==> src/rtl/gfx256_wr_combine.sv <==
// gfx256_wr_combine: write-combining front end for the gfx256 Wishbone master.
// Pixel-side 64-bit writes are merged into a single 256-bit line buffer that
// is flushed as one bus write when it fills, times out, is forced by flush_i,
// or must make room for a different line. Reads pass through as line reads.
// Optional build macro GFX256_WRC_READ_HIT_EN: same-line reads whose bytes are
// all present in the line buffer are answered locally without a flush.
//
// Handshake: a pixel request is taken on a rising clk_i edge when req_i and
// rdy_o are both high; read data returns later as a one-cycle rack_o pulse.
// Toward the master, each bus op is a single request pulse followed by
// waiting for exactly one texture_data_ack_i pulse.
module gfx256_wr_combine #(
    parameter int TIMEOUT = 16,
    parameter int TW      = 8
) (
    input  logic         clk_i,
    input  logic         rst_i,
    input  logic         req_i,
    input  logic         we_i,
    input  logic [28:0]  adr_i,
    input  logic [7:0]   sel_i,
    input  logic [63:0]  dat_i,
    output logic         rdy_o,
    output logic [63:0]  rdat_o,
    output logic         rack_o,
    input  logic         flush_i,
    output logic         busy_o,
    output logic         read_request_o,
    output logic         write_request_o,
    output logic [26:0]  texture_addr_o,
    output logic [31:0]  texture_sel_o,
    output logic [255:0] texture_dat_o,
    input  logic [255:0] texture_dat_i,
    input  logic         texture_data_ack_i
);

    typedef enum logic [2:0] {
        IDLE   = 3'd0,
        WISSUE = 3'd1,
        WWAIT  = 3'd2,
        RISSUE = 3'd3,
        RWAIT  = 3'd4
    } state_t;

    // Last timer value before an automatic flush; unused when TIMEOUT is 0.
    localparam logic [TW-1:0] TMAX     = (TIMEOUT > 0) ? TW'(TIMEOUT - 1) : '0;
    localparam bit            TIMER_EN = (TIMEOUT > 0);

    state_t         state_q,    state_d;
    logic           line_v_q,   line_v_d;
    logic [26:0]    line_adr_q, line_adr_d;
    logic [31:0]    line_sel_q, line_sel_d;
    logic [255:0]   line_dat_q, line_dat_d;
    logic [TW-1:0]  timer_q,    timer_d;
    logic [26:0]    rd_adr_q,   rd_adr_d;
    logic [1:0]     rd_lane_q,  rd_lane_d;
    logic [63:0]    rdat_q,     rdat_d;
    logic           rack_q,     rack_d;

    logic [26:0]    req_line;
    logic [1:0]     req_lane;
    logic           idle;
    logic           same_line;
    logic           timer_exp;
    logic           wr_miss;
    logic           rd_hit;
    logic           rd_flush;
    logic           hold;
    logic           flush_go;
    logic           rdy;
    logic           wr_acc;
    logic           rd_acc;
    logic           rd_phase;

    assign req_line  = adr_i[28:2];
    assign req_lane  = adr_i[1:0];
    assign idle      = (state_q == IDLE);
    assign same_line = line_v_q && (req_line == line_adr_q);
    assign timer_exp = TIMER_EN && line_v_q && (timer_q == TMAX);
    assign wr_miss   = req_i && we_i && line_v_q && (req_line != line_adr_q);

`ifdef GFX256_WRC_READ_HIT_EN
    logic [7:0]  lane_sel;
    logic [63:0] hit_dat;

    // Coverage of the addressed lane and the masked local read data for hits.
    always_comb begin
        lane_sel = line_sel_q[{req_lane, 3'b000} +: 8];
        hit_dat  = '0;
        for (int b = 0; b < 8; b++) begin
            if (sel_i[b]) begin
                hit_dat[8*b +: 8] = line_dat_q[{req_lane, b[2:0], 3'b000} +: 8];
            end
        end
    end

    assign rd_hit = req_i && !we_i && same_line && ((sel_i & ~lane_sel) == 8'h00);
`else
    assign rd_hit = 1'b0;
`endif

    // A same-line read must see the merged bytes, so it waits for the flush.
    assign rd_flush = req_i && !we_i && same_line && !rd_hit;
    assign hold     = flush_i || timer_exp || wr_miss || rd_flush;
    assign flush_go = idle && line_v_q && hold;
    assign rdy      = idle && !hold && !rst_i;
    assign wr_acc   = req_i && we_i && rdy;
    assign rd_acc   = req_i && !we_i && rdy;
    assign rd_phase = (state_q == RISSUE) || (state_q == RWAIT);

    // Next-state, line-buffer merge, timer and read-return logic.
    always_comb begin
        state_d    = state_q;
        line_v_d   = line_v_q;
        line_adr_d = line_adr_q;
        line_sel_d = line_sel_q;
        line_dat_d = line_dat_q;
        timer_d    = timer_q;
        rd_adr_d   = rd_adr_q;
        rd_lane_d  = rd_lane_q;
        rdat_d     = rdat_q;
        rack_d     = 1'b0;

        case (state_q)
            IDLE: begin
                if (line_v_q && !wr_acc) begin
                    timer_d = timer_q + 1'b1;
                end
                if (flush_go) begin
                    state_d = WISSUE;
                end else if (wr_acc && (sel_i != 8'h00)) begin
                    for (int b = 0; b < 8; b++) begin
                        if (sel_i[b]) begin
                            line_dat_d[{req_lane, b[2:0], 3'b000} +: 8] = dat_i[8*b +: 8];
                            line_sel_d[{req_lane, b[2:0]}] = 1'b1;
                        end
                    end
                    line_v_d   = 1'b1;
                    line_adr_d = req_line;
                    timer_d    = '0;
                    if (&line_sel_d) begin
                        state_d = WISSUE;
                    end
                end else if (rd_acc && rd_hit) begin
`ifdef GFX256_WRC_READ_HIT_EN
                    rdat_d = hit_dat;
                    rack_d = 1'b1;
`endif
                end else if (rd_acc) begin
                    rd_adr_d  = req_line;
                    rd_lane_d = req_lane;
                    state_d   = RISSUE;
                end
            end
            WISSUE: begin
                state_d = WWAIT;
            end
            WWAIT: begin
                if (texture_data_ack_i) begin
                    line_v_d   = 1'b0;
                    line_sel_d = '0;
                    timer_d    = '0;
                    state_d    = IDLE;
                end
            end
            RISSUE: begin
                state_d = RWAIT;
            end
            RWAIT: begin
                if (texture_data_ack_i) begin
                    rdat_d  = texture_dat_i[{rd_lane_q, 6'b000000} +: 64];
                    rack_d  = 1'b1;
                    state_d = IDLE;
                end
            end
            default: begin
                state_d = IDLE;
            end
        endcase
    end

    // State and line-buffer registers; reset abandons any bus op in flight.
    always_ff @(posedge clk_i or posedge rst_i) begin
        if (rst_i) begin
            state_q    <= IDLE;
            line_v_q   <= 1'b0;
            line_adr_q <= '0;
            line_sel_q <= '0;
            line_dat_q <= '0;
            timer_q    <= '0;
            rd_adr_q   <= '0;
            rd_lane_q  <= '0;
            rdat_q     <= '0;
            rack_q     <= 1'b0;
        end else begin
            state_q    <= state_d;
            line_v_q   <= line_v_d;
            line_adr_q <= line_adr_d;
            line_sel_q <= line_sel_d;
            line_dat_q <= line_dat_d;
            timer_q    <= timer_d;
            rd_adr_q   <= rd_adr_d;
            rd_lane_q  <= rd_lane_d;
            rdat_q     <= rdat_d;
            rack_q     <= rack_d;
        end
    end

    assign rdy_o           = rdy;
    assign rdat_o          = rdat_q;
    assign rack_o          = rack_q;
    assign busy_o          = line_v_q || !idle;
    assign write_request_o = (state_q == WISSUE);
    assign read_request_o  = (state_q == RISSUE);
    assign texture_addr_o  = rd_phase ? rd_adr_q : line_adr_q;
    assign texture_sel_o   = rd_phase ? 32'hFFFF_FFFF : line_sel_q;
    assign texture_dat_o   = line_dat_q;

endmodule
==> config.mk <==
export PLATFORM = sky130hd
export DESIGN_NAME = gfx256_wr_combine
export DESIGN_NICKNAME = d
export VERILOG_FILES = /design/src/rtl/gfx256_wr_combine.sv
export SDC_FILE = /design/constraint.sdc
export NUM_CORES = 1
export LEC_CHECK = 0
export ABC_AREA = 1
export BUFFER_PORTS_ARGS = -buffer_cell sky130_fd_sc_hd__clkbuf_2
export CAP_MARGIN = 20
export CORE_AREA = 2 2 291 293
export CTS_BUF_LIST = sky130_fd_sc_hd__clkbuf_4 sky130_fd_sc_hd__clkbuf_8
export CTS_CLUSTER_SIZE = 20
export DETAILED_ROUTE_END_ITERATION = 7
export DIE_AREA = 0 0 293 295
export PLACE_DENSITY = 0.54
export SYNTH_ARGS = -nofsm -noshare
export SYNTH_HDL_FRONTEND = slang
export SYNTH_SLANG_ARGS = --single-unit
==> constraint.sdc <==
create_clock -name clk_i -period 29.6 [get_ports clk_i]
set_input_delay 1.48 -clock clk_i [delete_from_list [all_inputs] [get_ports clk_i]]
set_output_delay 1.48 -clock clk_i [all_outputs]
set_load 0.03 [all_outputs]
==> out/results.tsv, run 1 <==
metric	value	unit
powerDensity	88.0	nW/um2
via_count	19621	
initial_core_util	0.248	
critPathCaptureType	output port	
routed_via_density	4.58	
io_pins	747	
setup_violations	0	
cp_data_required_time	28120	ps
worstSetupStartpointType	flip-flop	
syn-cell-area	20600	um2
cts_tree	yes	
mostFrequentLayoutCell	clkbuf_2	
die-area	86400	um2
first_global_vias	19122	
cts-buffers-inserted	80	
drive_gt1_frac	0.326	
grtUsageTotal	0.185	
cts_sinks	421	
drt_iter0_markers	1149	
die_width	293	um
fillCellCount	8923	
synth_seq_cells	421	
post-route-period-util	0.162	
drc_errors	0	
finalWirelength	82.9	mm
drtPass1Iterations	5	
grt-ovfl-total	0	
die_h	295	um
layout_common_cells	744 x clkbuf_2, 563 x nand2_1, 419 x dfrtp_1	
crit_arrival	3310	ps
critPathKind	reg2out	
tightestPinTransition	1140	ps
path_max_fanout	37	
wire_per_inst	19.4	um
post-cts-setup-buffers	0	
ir_drop	46.7	uV
syn-num-nets	2837	
seq_area	10500	um2
syn_inst	2465	
worst_path_max_delay_cell	buf_4	
status	complete, no violations	
power	2.37	mW
core_region_area	83200	um2
cts_resized	0	
layout_min_cycle_time	4790	ps
synth_top_area_share	0.511	
max_slew_margin	0.243	
rsz0062_at_grt	false	
area_growth	30.4	%
hold_ws	482	ps
post_synth.cell_area_avg	8.36	um2
max_freq	209	MHz
min_path_type	reg2reg	
cap_violations	0	
h-tree-depth	3	
multiInputGateArea	8750	um2
clk_latency	690	ps
clockBufferDepth	3	
fin_util	0.323	
gp_congestion	0.832	
antenna_left	0	
row_count	106	
detailed_place_hpwl	60.5	mm
hold_violations	0	
grt_first_pass_wirelength	122	mm
drv_slew	0	
clock_skew	64.1	ps
yosysTopAreaCell	dfrtp_1	
antenna_found_initial	14	
cpLargestDelayFamily	buffers and inverters	
grt_max_degree	161	
clk_pin_slew	60	ps
total_leakage_power	13.7	nW
setup_tns	0	ps
numPortBuffers	746	
seq_area_frac_synth	0.511	
cts-hold-fix-buffers	0	
nNetsFinal	3510	
cts-root-buf	clkbuf_8	
synth.distinct_cells	34	
yosysWarningCount	0	
slowest_delay	470	ps
cp_num_buf_inv	5	
crit_chain	inv_1 -> nand2_1 -> nor2_1 -> nor2_2 -> buf_4 -> inv_2 -> buf_4 -> nand2_1 -> o21ai_0 -> clkbuf_2	
synth_area_leaders	dfrtp_1 51%, nand2_1 10%, o21ai_0 6.6%, nand3_1 6.1%, nor2_1 4.4%	
-- layer usage --
metal,vias to the layer above,GRT usage,wire length [um]
met1,9151,0.218,32700
li1,9571,-,-
met2,756,0.312,40100
met4,6,0.0658,2700
met5,-,0,38
met3,137,0.0647,7420
-- cells in the mapped netlist (all sizes together) --
| master | count |
|---|---|
| ha | 9 |
| buf | 53 |
| or2 | 29 |
| mux2 | 64 |
| nand4 | 12 |
| clkbuf | 119 |
| nand3 | 255 |
| a21oi | 7 |
| inv | 123 |
| nor3 | 4 |
| xor2 | 4 |
| nor2 | 247 |
| nor3b | 1 |
| o22ai | 4 |
| dfrtp | 421 |
| clkinv | 3 |
| o211ai | 1 |
| nor4 | 4 |
| o32ai | 64 |
| nand2 | 587 |
| xnor2 | 16 |
| o21ai | 438 |
-- kinds of logic (layout without fill, tap and decap cells) --
kind of cell             Yosys count  count (layout)  synth area share
AND/OR/NAND/NOR                 1139            1139             0.238
AO/OA/AOI/OAI                    514             514             0.137
multiplexers                      64              64            0.0350
buffers and inverters            298            1028            0.0646
flip-flops                       421             421             0.511
adder cells (fa/ha/maj)            9               9           0.00547
XOR/XNOR                          20              20           0.00850
other                              0               7                 0
-- registers in the layout (all words and copies together), names as in the netlist, 2 cells and up --
signal         cells
line_adr_q        27
rd_lane_q          2
texture_dat_o    256
line_sel_q        32
timer_q            8
rdat_o            64
rd_adr_q          27
state_q            3
-- layout make-up --
| cell class | count | share of cell area |
|---|---|---|
| inverter | 126 | 0.0183 |
| sequential | 421 | 0.392 |
| timing repair buffer | 763 | 0.146 |
| clock buffer | 119 | 0.0582 |
| tap | 1080 | 0.0503 |
| antenna | 7 | 0.000652 |
| clock inverter | 20 | 0.00834 |
| multi-input combinational | 1746 | 0.326 |
-- per-stage QoR --
| step | worst slack (ps) | area (um2) | std cells |
|---|---|---|---|
| 2_1_floorplan | 16400 | 20600 | 2465 |
| 3_3_place_gp | 24560 | 25000 | 4133 |
| 3_5_place_dp | 24630 | 25000 | 4133 |
| 4_1_cts | 24670 | 26800 | 4272 |
| 5_1_grt | 24490 | 26900 | 4279 |
| 6_report | 24810 | 26900 | 4282 |
-- report_power, final --
part	total (mW)	switching [mW]	internal, mW
combinational	0.941	0.656	0.286
sequential	0.783	0.0924	0.690
clock	0.641	0.280	0.361
-- worst register-to-register path: stages (launching register included) --
cell and delay [ps]:
dfrtp_1 400, xnor2_1 220, nand2_1 80, nor2_1 120, nand2_1 100, nor2_1 140, nand2_1 80, nand2_1 70
nand4_2 110, nor2_4 200, nand2_4 380, inv_4 720, nand2_1 630, o21ai_0 330
-- path summary, 6_finish.rpt --
check                          startpoint                  to  slack, ps  depth (start not counted)
setup / recovery               state_q[2]   texture_addr_o[4]      24810                         10
hold / removal                rd_adr_q[3]         rd_adr_q[3]        480                          2
setup reg to reg           line_adr_q[21]  texture_dat_o[250]      25970                         13
hold reg to reg               rd_adr_q[3]         rd_adr_q[3]        480                          2
max in group asynchronous           rst_i  texture_dat_o[179]      26410                          4
min in group asynchronous           rst_i        rd_adr_q[25]        950                          2
(Power assumes the default switching activity.)
==> run 2, diff against run 1 <==
==> constraint.sdc (replaced) <==
create_clock -name clk_i -period 4.7 [get_ports clk_i]
set_input_delay 0.235 -clock clk_i [delete_from_list [all_inputs] [get_ports clk_i]]
set_output_delay 0.235 -clock clk_i [all_outputs]
set_load 0.03 [all_outputs]
==> out/results.tsv, run 2 (synthesis results as in run 1) <==
metric	value	unit
status	complete, no violations	
critPathCaptureType	flip-flop	
post-cts-setup-buffers	0	
total_leakage_power	14.6	nW
row_count	106	
cp.depth	15	
grt_first_pass_wirelength	124	mm
drv_slew	0	
place_inst	4143	
drt_iter0_markers	1020	
worstSetupStartpointType	flip-flop	
clk_latency	680	ps
core_region_area	83200	um2
nNetsFinal	3719	
multiInputGateArea	8750	um2
finalWirelength	83.4	mm
crit_arrival	3930	ps
whs_path_depth	4	
regToRegSetupSlack	1360	ps
antenna_left	0	
drtPass1Iterations	5	
max_slew_margin	0.352	
critPathKind	reg2reg	
h-tree-depth	3	
cp_num_buf_inv	2	
min_path_type	in2reg	
reg2reg_depth	15	
routed_via_density	4.53	
grt-ovfl-total	0	
hold_start	texture_dat_i[232]	
cap_violations	0	
grt.busiest_layer	met2	
cts-buffers-inserted	84	
crit_chain	inv_2 -> nand2_1 -> nand2_1 -> nand3_1 -> nor2_1 -> nand2_1 -> nor2_1 -> nand2_1 -> nand2_1 -> nand4_2 -> nor2_4 -> nand2_4 -> inv_4 -> nand2_1 -> o21ai_0	
gp_congestion	0.831	
clock_skew	61.2	ps
initial_core_util	0.248	
clockBufferDepth	3	
max_freq	299	MHz
cts_tree	yes	
io_pins	747	
r2r-end	texture_dat_o[252]	
grtUsageTotal	0.186	
path_common_cell	nand2_1	
use_met2	0.315	
slowest_delay	590	ps
die_h	295	um
drc_errors	0	
setup_violations	0	
hold_ws	58.7	ps
cpLargestDelayFamily	simple AND/OR/NAND/NOR gates	
hold_violations	0	
use_met1	0.217	
grt_util_met3	0.0653	
seq_area	10500	um2
post-route-period-util	0.712	
path_max_fanout	60	
layout_common_cells	744 x clkbuf_2, 563 x nand2_1, 419 x dfrtp_1	
clk_pin_slew	60	ps
powerDensity	536	nW/um2
die_width	293	um
first_global_vias	20089	
fillCellCount	8659	
ir_drop	200	uV
largest_reg_flops	256	
rsz0062_at_grt	false	
cts-root-buf	clkbuf_8	
area_growth	40.9	%
r2r_start	line_adr_q[3]	
cts_sinks	421	
layout_min_cycle_time	3340	ps
worst_path_max_delay_cell	inv_4	
detailed_place_hpwl	59.6	mm
numPortBuffers	746	
grt_max_degree	122	
wire_per_inst	18.6	um
cp_data_required_time	5280	ps
drive_gt1_frac	0.311	
tightestPinTransition	972	ps
via_count	20383	
worstHoldEndpoint	rdat_o[40]	
stdcell_count	4495	
mostFrequentLayoutCell	clkbuf_2	
die-area	86400	um2
antenna_found_initial	11	
run 2: final cells by class:
| class | count | share of cell area |
|---|---|---|
| antenna | 6 | 0.000517 |
| clock buffer | 130 | 0.0567 |
| clock inverter | 18 | 0.00961 |
| inverter | 126 | 0.0168 |
| multi-input combinational | 1746 | 0.301 |
| sequential | 421 | 0.363 |
| tap | 1080 | 0.0465 |
| timing repair buffer | 968 | 0.206 |
run 2: through the flow:
| step | setup WS (ps) | utilization | total power [mW] | instance area [um2] | TNS (ps) |
|---|---|---|---|---|---|
| 6_report | 1360 | 0.349 | 15.6 | 29000 | 0 |
| 2_1_floorplan | -1210 | - | 8.83 | 20600 | -511300 |
| 3_5_place_dp | 1170 | 0.302 | 10.9 | 25100 | 0 |
| 4_1_cts | 1220 | 0.349 | 15.8 | 29000 | 0 |
| 5_1_grt | 912 | 0.349 | 16.6 | 29000 | 0 |
| 3_3_place_gp | 1180 | 0.302 | 10.9 | 25100 | 0 |
run 2: routing by layer:
layer	routed length, um	up-vias
met5	35	-
met4	2590	6
met3	7110	146
met2	40400	732
met1	33300	9500
li1	-	9999
run 2: how the worst max path moves through the flow:
stage | from | to | slack (ps)
after global routing | line_adr_q[18] | texture_dat_o[246] | 910
after CTS | line_adr_q[3] | texture_dat_o[245] | 1220
final | line_adr_q[3] | texture_dat_o[252] | 1360
after detailed placement | sel_i[5] | line_sel_q[5] | 1170
after global placement | sel_i[5] | line_sel_q[22] | 1180
after floorplan | rst_i | line_adr_q[0] | -1210
run 2: tightest hold or removal path, cell delays in order:
cell	delay [ps]
clkbuf_2	80
nor2_1	30
o32ai_1	140
mux2_2	170
run 2: power by group:
group          leakage [nW]  internal (mW)  switching [mW]  total [mW]
logic                  7.92           2.21            4.13        6.34
registers              5.65           4.35           0.604        4.95
clock network          1.01           2.53            1.75        4.28
total                  14.6           9.08            6.49        15.6
run 2: what timing repair did:
action | CTS | global route
endpoints found under the hold margin | 389 | 0
hold buffers | 197 | 0
gates resized for setup | 0 | 0
